### config.mk
export PLATFORM = sky130hd
export DESIGN_NAME = operation_sequencer
export DESIGN_NICKNAME = d
export VERILOG_FILES = /design/src/rtl/operation_sequencer.sv
export SDC_FILE = /design/constraint.sdc
export NUM_CORES = 1
export LEC_CHECK = 0
export ABC_AREA = 1
export CORE_AREA = 10 10 92 94
export DETAILED_ROUTE_END_ITERATION = 12
export DIE_AREA = 0 0 102 104
export GPL_ROUTABILITY_DRIVEN = 0
export GPL_TIMING_DRIVEN = 1
export PLACE_DENSITY_LB_ADDON = 0.08
export SLEW_MARGIN = 10
export SYNTH_ARGS = -nofsm -noshare
export SYNTH_HDL_FRONTEND = slang
export SYNTH_SLANG_ARGS = --single-unit
### constraint.sdc
create_clock -name clk -period 4 [get_ports clk]
set_clock_uncertainty 0.1 [all_clocks]
set_input_delay 0.8 -clock clk [delete_from_list [all_inputs] [get_ports clk]]
set_output_delay 0.8 -clock clk [all_outputs]
set_load 0.02 [all_outputs]
### src/rtl/operation_sequencer.sv
// operation_sequencer
//   Control sequencer for a multiply / divide / square-root datapath. A start
//   request latches the opcode, then one or two operands are captured from
//   data_in on load strobes. After that the datapath is launched with a
//   one-cycle Start pulse, and the sequencer waits up to TIMEOUT cycles for done.
//   An error level from the downstream detector, an invalid opcode or a
//   timeout all park the sequencer in FAULT until the next start.
//
// Ports
//   clk        : single clock, rising edge
//   reset      : asynchronous active-low reset
//   start      : one-cycle request to begin an operation
//   load       : one-cycle request to capture data_in as the next operand
//   opcode     : 0 multiply, 1 divide, 2 square root, 3 invalid
//   data_in    : operand source
//   done       : datapath completion strobe
//   error      : downstream error level
//   Start      : one-cycle launch pulse to datapath / error detector
//   LoadData   : one-cycle pulse per operand capture
//   Ready      : result valid
//   Opcode     : opcode latched for the current operation
//   operand_x  : first operand
//   operand_y  : second operand (zero for square root)
//   busy       : operation in progress (collecting operands or running)
//   fault      : sequencer is in FAULT
module operation_sequencer #(
  parameter int WORD_LENGTH = 16,
  parameter int TIMEOUT     = 64
) (
  input  logic                   clk,
  input  logic                   reset,
  input  logic                   start,
  input  logic                   load,
  input  logic [1:0]             opcode,
  input  logic [WORD_LENGTH-1:0] data_in,
  input  logic                   done,
  input  logic                   error,
  output logic                   Start,
  output logic                   LoadData,
  output logic                   Ready,
  output logic [1:0]             Opcode,
  output logic [WORD_LENGTH-1:0] operand_x,
  output logic [WORD_LENGTH-1:0] operand_y,
  output logic                   busy,
  output logic                   fault
);

  localparam int CW = (TIMEOUT > 1) ? $clog2(TIMEOUT) : 1;
  localparam logic [CW-1:0] CNT_LAST = CW'(TIMEOUT - 1);
  localparam logic [CW-1:0] CNT_ONE  = CW'(1);

  typedef enum logic [2:0] {
    S_IDLE   = 3'd0,
    S_WAIT_X = 3'd1,
    S_WAIT_Y = 3'd2,
    S_RUN    = 3'd3,
    S_DONE   = 3'd4,
    S_FAULT  = 3'd5
  } state_t;

  state_t                 state_q, state_d;
  logic [CW-1:0]          cnt_q, cnt_d;
  logic                   launch_q, launch_d;
  logic                   load_pulse_q, load_pulse_d;
  logic                   ready_q, ready_d;
  logic                   busy_q, busy_d;
  logic                   fault_q, fault_d;
  logic [1:0]             opcode_q, opcode_d;
  logic [WORD_LENGTH-1:0] x_q, x_d;
  logic [WORD_LENGTH-1:0] y_q, y_d;

  // Where a newly accepted start leads: invalid opcode goes straight to FAULT.
  function automatic state_t start_target(input logic [1:0] op);
    if (op == 2'd3) begin
      start_target = S_FAULT;
    end else begin
      start_target = S_WAIT_X;
    end
  endfunction

  // Next-state and next-output computation for the sequencer.
  always_comb begin
    state_d      = state_q;
    cnt_d        = '0;
    opcode_d     = opcode_q;
    x_d          = x_q;
    y_d          = y_q;
    launch_d     = 1'b0;
    load_pulse_d = 1'b0;

    case (state_q)
      S_IDLE, S_FAULT: begin
        if (start) begin
          opcode_d = opcode;
          state_d  = start_target(opcode);
        end else begin
          state_d = state_q;
        end
      end

      S_WAIT_X: begin
        if (error) begin
          state_d = S_FAULT;
        end else if (load) begin
          x_d          = data_in;
          load_pulse_d = 1'b1;
          if (opcode_q == 2'd2) begin
            y_d     = '0;
            state_d = S_RUN;
          end else begin
            state_d = S_WAIT_Y;
          end
        end else begin
          state_d = S_WAIT_X;
        end
      end

      S_WAIT_Y: begin
        if (error) begin
          state_d = S_FAULT;
        end else if (load) begin
          y_d          = data_in;
          load_pulse_d = 1'b1;
          state_d      = S_RUN;
        end else begin
          state_d = S_WAIT_Y;
        end
      end

      S_RUN: begin
        // The counter is zero only on the first RUN cycle; the launch is
        // suppressed when error is already forcing FAULT.
        launch_d = (cnt_q == '0) && !error;
        if (error) begin
          state_d = S_FAULT;
        end else if (done) begin
          state_d = S_DONE;
        end else if (cnt_q == CNT_LAST) begin
          state_d = S_FAULT;
        end else begin
          cnt_d   = cnt_q + CNT_ONE;
          state_d = S_RUN;
        end
      end

      S_DONE: begin
        if (error) begin
          state_d = S_FAULT;
        end else if (start) begin
          opcode_d = opcode;
          state_d  = start_target(opcode);
        end else begin
          state_d = S_DONE;
        end
      end

      default: begin
        state_d = S_IDLE;
      end
    endcase

    // Status levels follow the state being entered so they register with it.
    busy_d  = (state_d == S_WAIT_X) || (state_d == S_WAIT_Y) || (state_d == S_RUN);
    ready_d = (state_d == S_DONE);
    fault_d = (state_d == S_FAULT);
  end

  // State and registered outputs.
  always_ff @(posedge clk or negedge reset) begin
    if (!reset) begin
      state_q      <= S_IDLE;
      cnt_q        <= '0;
      launch_q     <= 1'b0;
      load_pulse_q <= 1'b0;
      ready_q      <= 1'b0;
      busy_q       <= 1'b0;
      fault_q      <= 1'b0;
      opcode_q     <= 2'd0;
      x_q          <= '0;
      y_q          <= '0;
    end else begin
      state_q      <= state_d;
      cnt_q        <= cnt_d;
      launch_q     <= launch_d;
      load_pulse_q <= load_pulse_d;
      ready_q      <= ready_d;
      busy_q       <= busy_d;
      fault_q      <= fault_d;
      opcode_q     <= opcode_d;
      x_q          <= x_d;
      y_q          <= y_d;
    end
  end

  assign Start     = launch_q;
  assign LoadData  = load_pulse_q;
  assign Ready     = ready_q;
  assign busy      = busy_q;
  assign fault     = fault_q;
  assign Opcode    = opcode_q;
  assign operand_x = x_q;
  assign operand_y = y_q;

endmodule

Word-level counts from Yosys, hierarchy flattened
Cells that the tools add are included.
{ "totals": {"ff_bits": 48, "in_bits": 24, "out_inout_bits": 39, "wordCells": 74} }
{ "classes": {"addsub": 1, "eq_ne": 19, "muxes": 30, "bitwise_logic": 1, "reduce_logical": 13} }
{ "op_table": {"columns": ["op", "n"], "rows": [
  ["2-to-1 mux 16 bit", 5],
  ["one-hot mux 16 bit (2 select lines)", 1],
  ["2-to-1 mux 3 bit", 10],
  ["2-to-1 mux 6 bit", 4],
  ["one-hot mux 3 bit (5 select lines)", 1],
  ["== test 3 x 2 -> 1 bit, second input constant", 4],
  ["== test 3 bit, second input constant", 4],
  ["!= test 2 bit, second input constant", 6],
  ["adder 6 x 1 -> 6 bit, second input constant", 1],
  ["== test 3 x 1 -> 1 bit, second input constant", 2],
  ["== test 6 bit, second input constant", 1],
  ["zero test 6 bit", 1],
  ["2-to-1 mux 1 bit", 6],
  ["AND reduction 6 bit", 1],
  ["== test 2 bit, second input constant", 2],
  ["2-to-1 mux 2 bit", 2],
  ["one-hot mux 2 bit (2 select lines)", 1],
  ["nonzero test 2 bit", 2],
  ["OR reduction 2 bit", 2],
  ["zero test 3 bit", 1],
  ["AND reduction 3 bit", 1],
  ["logical OR 1 bit", 2],
  ["AND reduction 2 bit", 1],
  ["logical AND 1 bit", 1],
  ["other kinds (2)", 2]
]} }

Depth between registers and ports, before layout
Gate-level depths: netlist (run 1).
{ "depth": {"ltp_word": 8, "ltp_mapped": 9, "ltp_nobuf": 9} }

Worst setup path after synthesis (run 1)
No wires, ideal clock.
{ "synth_path": {"path_type": "input to register", "from": "input port load", "to": "register x_q[10] (netlist: operand_x[10])", "setup_ps": 117, "arrival_time_ps": 1535, "t_required_ps": 3783, "path_slack_ps": 2248, "stages": 8, "n_path_buf": 1, "path_cell_list": "inv_1 -> nor2_1 -> inv_1 -> nor2_4 -> inv_2 -> buf_6 -> nand2_1 -> nand2_1"} }
{ "synth_via": {"elab_chain_cells": 1} }
{ "synth_rtl": {"columns": ["item", "line", "rtl"], "rows": [
  ["from (decl)", "33", "input logic load,"],
  ["AND reduction 3 bit (no source line)", null, null],
  ["to (signal assigned)", "179", "x_q <= '0;"],
  ["to (signal assigned)", "190", "x_q <= x_d;"],
  ["to (decl)", "69", "logic [WORD_LENGTH-1:0] x_q, x_d;"]
]} }
No other way between the ends.
A chain may end at the register's enable or synchronous reset.

Final worst setup path (run 1)
{ "layout_path": {"from": "input port error", "to": "register x_q[14] (netlist: operand_x[14])"} }
{ "layout_via": {"elab_chain_cells": 2} }
{ "layout_rtl": {"columns": ["item", "line", "rtl"], "rows": [
  ["from (decl)", "37", "input logic error,"],
  ["inverter 1 bit (no source line)", null, null],
  ["AND reduction 3 bit (no source line)", null, null]
]} }
No other way between the ends.

==> results_dict.tcl, run 1 <==
set metrics [dict create \
    grt_usage 0.1052 \
    die_h_um 104 \
    fp.coreArea_mm2 0.006681 \
    seq_area_mm2 0.001201 \
    ant_nets 0 \
    drive_above_1_share 0.1352 \
    use_met2 0.1644 \
    p_sw_frac 0.4006 \
    synth_simple_gate_area_share 0.2929 \
    routed_wirelength_um 5470 \
    numPortBuffers 62 \
    synth.top_cell.area_share 0.5418 \
    drt-initial-drc-count 69 \
    syn_nets 280 \
    nNetsFinal 344 \
    p_sw_mw 0.7236 \
    synth-xor-area-share 0.01185 \
    drc 0 \
    min_period_ps 2273 \
    use_met1 0.1344 \
    yosysSeqAreaShare 0.5418 \
    h-tree-depth 2 \
    gr-total-overflow 0 \
    relSlewSlack 0.6264 \
    numCtsBuffers 5 \
    cts_tree "yes" \
    clock_sinks 48 \
    synth.area.mux_share 0 \
    hold_viol 0 \
    grt_max_degree 33 \
    finish.utilization 0.4436 \
    setup_tns_ps 0 \
    grt_pass1_wl_um 9128 \
    clock_latency_ps 300 \
    final_cell_area_mm2 0.002964 \
    cp_data_required_time_ps 4090 \
    p_seq_frac 0.394 \
    die_area_mm2 0.01061 \
    cts_resized 0 \
    startpoint "error" \
    max_freq_mhz 439.9 \
    synth.distinct_cells 23 \
    maxCapViolCount 0 \
    dp_hpwl_um 4146 \
    synth_ff_type "dfrtp_1" \
    diodes 0 \
    synth_most_common_cell "nand2_1" \
    worst_pin_slew_ps 560.3 \
    p_int_mw 1.083 \
    synth_area_leaders "dfrtp_1, nand2_1, o21ai_2" \
    r2r-end "operand_x[14]" \
    viasPerCell 4.518 \
    rsz0062_at_grt "no" \
    combPwrFrac 0.452 \
    yosysTopAreaCell "dfrtp_1" \
    ff2ff_setup_slack_ps 2280 \
    synth_top_family_by_area "simple AND/OR/NAND/NOR gates" \
    clock_path_buffers 2 \
    setup_viol 0 \
    crit_type "in2reg" \
    reg2regPathDepth 7 \
    ys_top_cells_by_count "nand2_1, dfrtp_1, nor2_1" \
    setup_slack_ps 1727 \
    vias 1798 \
    multi_input_area_um2 887.1 \
    worst_setup_path_start_kind "input pin" \
    ys_ff_latch 48 \
    use_met3 0.03522 \
    final_max_slew_viol_count 0 \
    p_leak_nw 1.370 \
    vdd.ir_drop.worst_mv 0.2920 \
    finalCritPeriodShare 0.5683 \
    placed_cell_area_mm2 0.002883 \
    root_buffer "clkbuf_8" \
    syn_inst 254 \
    num_io_pins 63 \
    top_usage_layer "met2" \
    first_global_vias 1773 \
    rows 30 \
    syn_area_per_cell_um2 8.729 \
    initial_core_util 0.3318 \
    hold_path_class "in2async" \
    cts_hold_buf 0 \
    setup.worst_path.end_class "flip-flop" \
    syn-cell-area_mm2 0.002217 \
    synth_edf_count 0 \
    synth_warnings 0 \
    pwr-share-clk 0.154 \
    synthArstFlopShare 1.000 \
    timing.rr.start "state_q[0]" \
    critPathMaxFanout 18 \
    crit_path_end "operand_x[14]" \
    synth-compound-area-share 0.08409 \
    dr.pass1.iters 4 \
    wire_per_inst_um 13.74 \
    synth_fa_ha_area_frac 0.01129 \
    fill_cells 675 \
    area_delta_synth_final_pct 33.69 \
    clk_pin_slew_worst_paths_ps 90 \
    place_ws_ps 1381 \
    cts_setup_buffers 0 \
    p_per_area_mw_per_mm2 609.4 \
    die_w_um 102 \
    crit_arrival_ps 2360 \
    whs_ps 379.6 \
    outcome "completed" \
    antenna_found_initial 0 \
]
==> registers in the layout, indices dropped and copies added, names as in the netlist <==
name       cells
Start          1
Ready          1
fault          1
LoadData       1
cnt_q          6
Opcode         2
busy           1
operand_x     16
state_q        3
operand_y     16
==> power by group through the flow <==
| stage | Sequential, mW | Clock [mW] | Combinational, mW |
|---|---|---|---|
| 6_report | 0.712 | 0.279 | 0.816 |
| 5_1_grt | 0.731 | 0.311 | 0.907 |
| 4_1_cts | 0.714 | 0.290 | 0.835 |
| 3_5_place_dp | 0.723 | 0 | 0.832 |
| 3_3_place_gp | 0.725 | 0 | 0.829 |
| 2_1_floorplan | 0.860 | 0 | 0.335 |
==> metal layers <==
| metal | part of all wire | vias to the layer above |
|---|---|---|
| li1 | - | 914 |
| met1 | 0.44 | 828 |
| met2 | 0.47 | 50 |
| met3 | 0.077 | 6 |
| met4 | 0.0082 | 0 |
| met5 | 0 | - |
==> final cells by class <==
type                       instances  share of cell area
tap                               80             0.03377
clock buffer                       5             0.02322
multi-input combinational        181              0.2993
timing repair buffer              63              0.2102
clock inverter                     2            0.004221
sequential                        48              0.4052
inverter                          19             0.02406
==> logic make-up after synthesis <==
family / Yosys count
simple gates: 153
flops: 48
buf+inv: 25
compound gates: 23
xor+xnor: 3
fa+ha+maj: 2
==> layout by cell type (no fill, tap or decap), types with 3 or more instances in the layout <==
master           Yosys  routed
clkbuf_8             0       5
clkdlybuf4s50_1      0      61
dfrtp_1             48      48
inv_1               15      15
inv_2                4       4
nand2_1            101     101
nand2_2              6       6
nand3_1             10      10
nor2_1              24      24
nor2_2               3       3
o21ai_0              5       5
o21ai_2             16      16
==> stage by stage <==
stage | std cells | power [mW]
after floorplan | 254 | 1.195
after global placement | 391 | 1.554
after detailed placement | 391 | 1.555
after CTS | 398 | 1.839
after global routing | 398 | 1.950
final | 398 | 1.806
==> how the worst min path moves through the flow <==
stage             startpoint             to  slack, ps  depth (start not counted)
6_report               reset  operand_y[12]        380                          1
5_1_grt        operand_x[12]  operand_x[12]        400                          2
4_1_cts         operand_x[3]   operand_x[3]        380                          2
3_5_place_dp    operand_x[3]   operand_x[3]        360                          2
3_3_place_gp   operand_x[14]  operand_x[14]        360                          2
2_1_floorplan       cnt_q[3]          Start        370                          1
==> worst max-delay path: stages <==
cell             delay, ps
clkdlybuf4s50_1        510
nor2_1                 180
inv_1                  120
nor2_4                 370
inv_2                  230
nand2_1                100
nand2_1                 50
(Power assumes the default switching activity.)
==> inputs of run 2 (changes only) <==
- clock period: 4 -> 2.2 ns (I/O delays scaled with it)
==> run 2 against run 1 <==
  * Non-clock buffer count up 2
  * Critical path depth shrank 6
  * Sequential power is 80% higher
  * Critical path type is now reg2out
  * Highest routed layer unchanged
==> results_dict.tcl, run 2 (synthesis results as in run 1) <==
set metrics [dict create \
    outcome "completed" \
    ant_nets 0 \
    grt_max_degree 49 \
    cts_tree "yes" \
    crit_type "reg2out" \
    root_buffer "clkbuf_8" \
    setup_viol 0 \
    path_cells "clkdlybuf4s50_1" \
    final_cell_mix "nand2_1, clkdlybuf4s50_1, dfrtp_1" \
    dp.cells 393 \
    rsz0062_at_grt "no" \
    h-tree-depth 2 \
    nNetsFinal 346 \
    numCtsBuffers 5 \
    initial_core_util 0.3318 \
    clock_latency_ps 290 \
    area_delta_synth_final_pct 36.40 \
    grt_usage 0.1043 \
    clock_sinks 48 \
    crit_path_max_incr_delay_ps 640 \
    drc 0 \
    routed_wirelength_um 5336 \
    path_delay_family "buffers and inverters" \
    timing.critical_path.buf_inv 1 \
    setup.worst_path.end_class "output pin" \
    cts_hold_buf 0 \
    clk_pin_slew_worst_paths_ps 90 \
    p_leak_nw 1.405 \
    p_per_area_mw_per_mm2 1142 \
    grt_pass1_wl_um 9011 \
    diodes 0 \
    setup_tns_ps 0 \
    min_period_ps 1843 \
    final_max_slew_viol_count 0 \
    hold_viol 0 \
    fp.coreArea_mm2 0.006681 \
    dr.pass1.iters 4 \
    critPathMaxFanout 2 \
    cp_data_required_time_ps 1660 \
    final_common_cell "nand2_1" \
    wire_per_inst_um 13.31 \
    drive_above_1_share 0.1433 \
    cts_setup_buffers 0 \
    vdd.ir_drop.worst_mv 0.4679 \
    stdcell_count 401 \
    crit_arrival_ps 1300 \
    critPathSlowestCell "clkdlybuf4s50_1" \
    multi_input_area_um2 887.1 \
    finalCritPeriodShare 0.8378 \
    clock_path_buffers 2 \
    cts_resized 0 \
    first_global_vias 1772 \
    reg2regPathDepth 7 \
    worst_pin_slew_ps 610.8 \
    total_power_mw 3.454 \
    die_area_mm2 0.01061 \
    vias 1784 \
    seq_area_mm2 0.001201 \
    rows 30 \
    hold_path_class "in2async" \
    max_freq_mhz 542.5 \
    relSlewSlack 0.5928 \
    viasPerCell 4.449 \
    gr-total-overflow 0 \
    antenna_found_initial 0 \
    worst_setup_path_start_kind "flip-flop" \
    crit_cells 1 \
    num_io_pins 63 \
    numPortBuffers 62 \
    fill_cells 667 \
    die_h_um 104 \
    maxCapViolCount 0 \
    dp_hpwl_um 3983 \
    die_w_um 102 \
    drt-initial-drc-count 67 \
]
==> run 2: layout make-up <==
type	instances	share of cell area
Inverter	19	0.02358
Tap cell	80	0.03310
Clock inverter	1	0.009930
Timing Repair Buffer	65	0.2110
Clock buffer	7	0.03186
Sequential cell	48	0.3972
Multi-Input combinational cell	181	0.2933
==> run 2: final timing paths <==
check / start / to / slack [ps]
worst max-delay path: operand_y[1] / operand_y[1] / 360
worst min-delay path: reset / operand_x[7] / 130
worst max register to register: state_q[0] / operand_y[6] / 550
worst min register to register: operand_x[7] / operand_x[7] / 370
max in group asynchronous: reset / fault / 1450
min in group clk: operand_x[7] / operand_x[7] / 370
==> run 2: per-stage QoR <==
stage	hold WS [ps]	area [µm²]	setup slack, ps	utilization
final	129.8	3024	356.8	0.4526
after global routing	186.2	3024	239.9	0.4526
after CTS	154.6	3024	333.6	0.4526
after detailed placement	358.2	2898	47.10	0.4337
after global placement	352.8	2898	85.40	0.4337
after floorplan	44.41	2217	790.0	-
==> run 2: where the power goes <==
| part | leakage [nW] | total [mW] | switching (mW) | internal [mW] |
|---|---|---|---|---|
| Sequential | 0.633 | 1.28 | 0.154 | 1.13 |
| Combinational | 0.707 | 1.49 | 0.859 | 0.631 |
| Clock | 0.0645 | 0.681 | 0.280 | 0.401 |
==> run 2: layer usage <==
layer,part of all wire,global-route usage,routed length (µm),up-vias
li1,-,-,-,924
met1,0.44,0.1271,2347,807
met2,0.46,0.1658,2474,45
met3,0.082,0.03322,438,8
met4,0.014,0.03931,76,0
met5,0,0,0,-
==> inputs of run 3 (changes only) <==
- clock period: 2.2 -> 1.68 ns (I/O delays scaled with it)
==> run 3 against run 2 <==
  * Setup slack got worse by 270 ps
  * Die area unchanged
  * Sequential power increased by 29%
  * Register-to-register slack got worse by 470 ps
  * Critical path type is now reg2reg
  * Critical endpoint is now busy
==> results_dict.tcl, run 3 (synthesis results as in run 1) <==
set metrics [dict create \
    final_common_cell "nand2_1" \
    grt_pass1_wl_um 9204 \
    combPwrFrac 0.417 \
    routed_wirelength_um 5558 \
    place_ws_ps -155.9 \
    p_sw_frac 0.3907 \
    finalCritPeriodShare 0.9508 \
    clock_sinks 48 \
    cp_data_required_time_ps 1810 \
    die_h_um 104 \
    seq_area_mm2 0.001201 \
    fill_cells 678 \
    route.met3.wl_um 449 \
    grt_usage 0.1077 \
    crit_path_end "busy" \
    drt-met1-wl_um 2351 \
    viasPerCell 4.475 \
    min_period_ps 1597 \
    p_sw_mw 1.718 \
    pwr-share-clk 0.207 \
    maxCapViolCount 0 \
    startpoint "cnt_q[1]" \
    setup_viol 0 \
    reg2regPathDepth 6 \
    hold_viol 0 \
    holdPathStages 2 \
    root_buffer "clkbuf_8" \
    numCtsBuffers 5 \
    fp.coreArea_mm2 0.006681 \
    p_leak_nw 1.612 \
    drt-initial-drc-count 73 \
    stdcell_count 413 \
    rsz0062_at_grt "no" \
    crit_path_max_incr_delay_ps 420 \
    ant_nets 0 \
    dr.pass1.iters 4 \
    p_seq_frac 0.376 \
    first_global_vias 1823 \
    multi_input_area_um2 889.6 \
    crit_arrival_ps 1730 \
    critPathSlowestCell "dfrtp_1" \
    setup_slack_ps 82.67 \
    placed_cell_area_mm2 0.003005 \
    vias 1848 \
    outcome "completed" \
    final_cell_area_mm2 0.003095 \
    num_io_pins 63 \
    wl_met2_um 2695 \
    clock_latency_ps 300 \
    dp.cells 404 \
    dp_hpwl_um 4195 \
    worst_pin_slew_ps 379.6 \
    numPortBuffers 62 \
    die_w_um 102 \
    max_freq_mhz 626.0 \
    diodes 0 \
    hold_path_class "reg2reg" \
    p_per_area_mw_per_mm2 1421 \
    clock_path_buffers 2 \
    initial_core_util 0.3318 \
    clk_pin_slew_worst_paths_ps 90 \
    die_area_mm2 0.01061 \
    wire_per_inst_um 13.46 \
    area_delta_synth_final_pct 39.62 \
    total_power_mw 4.397 \
    antenna_found_initial 0 \
    drive_above_1_share 0.1742 \
    h-tree-depth 2 \
    vdd.ir_drop.worst_mv 0.5977 \
    r2r-end "busy" \
    setup.worst_path.end_class "flip-flop" \
    final_cell_mix "nand2_1, dfrtp_1, dlygate4sd2_1" \
    relSlewSlack 0.7469 \
    timing.rr.start "cnt_q[1]" \
    drc 0 \
    whs_ps 370.4 \
    critPathMaxFanout 4 \
    setup_tns_ps 0 \
    crit_top_cell "nor2_2" \
    highest_layer "met4" \
    crit_type "reg2reg" \
    finish.utilization 0.4633 \
    rows 30 \
    nNetsFinal 358 \
    final_max_slew_viol_count 0 \
    path_cells "ha_1, nand3_1, nor2_2, o21ai_0, nand4_1, nor2_2" \
    grt_max_degree 33 \
    p_int_mw 2.679 \
    cts_tree "yes" \
    ff2ff_setup_slack_ps 80 \
    gr-total-overflow 0 \
    cts_setup_buffers 0 \
    worst_setup_path_start_kind "flip-flop" \
]
-- run 3: cell type report --
class	count	share of cell area
clock inverters	1	0.009701
flip-flops and latches	48	0.3880
repair buffers	77	0.2284
clock buffers	7	0.03112
well taps	80	0.03234
inverters	19	0.02304
multi-input cells	181	0.2874
-- run 3: critical path: cells and delay by family (launching register included) --
kind,cells,cell delay [ps]
AOI/OAI and AO/OA,1,240
and+or+nand+nor,4,550
adders and majority gates,1,220
DFF,1,420
-- run 3: layer usage --
metal	vias to the layer above	global-route usage
met5	-	0
met4	0	0.04234
met3	6	0.03654
met2	48	0.1731
met1	854	0.1275
li1	940	-
-- run 3: power by group through the flow --
stage                     clock [mW]  sequential (mW)  combinational, mW
after global routing           0.998             1.70               2.04
after CTS                      0.946             1.66               1.87
final                          0.910             1.65               1.83
after detailed placement           0             1.69               2.07
after floorplan                    0             2.05              0.797
after global placement             0             1.69               2.06
-- run 3: how the worst min path moves through the flow --
stage                             from            end  slack [ps]
final                     operand_x[7]   operand_x[7]         370
after global routing             reset  operand_x[14]         400
after CTS                 operand_x[7]   operand_x[7]         380
after detailed placement         reset   operand_x[9]         180
after global placement           reset   operand_x[9]         190
after floorplan                  reset       LoadData         -60
-- run 3: repair_timing --
item	4_1_cts	5_1_grt
endpoints found under the setup margin	39	3
resized for setup	39	1
endpoints found under the hold margin	13	0
hold buffers	1	0
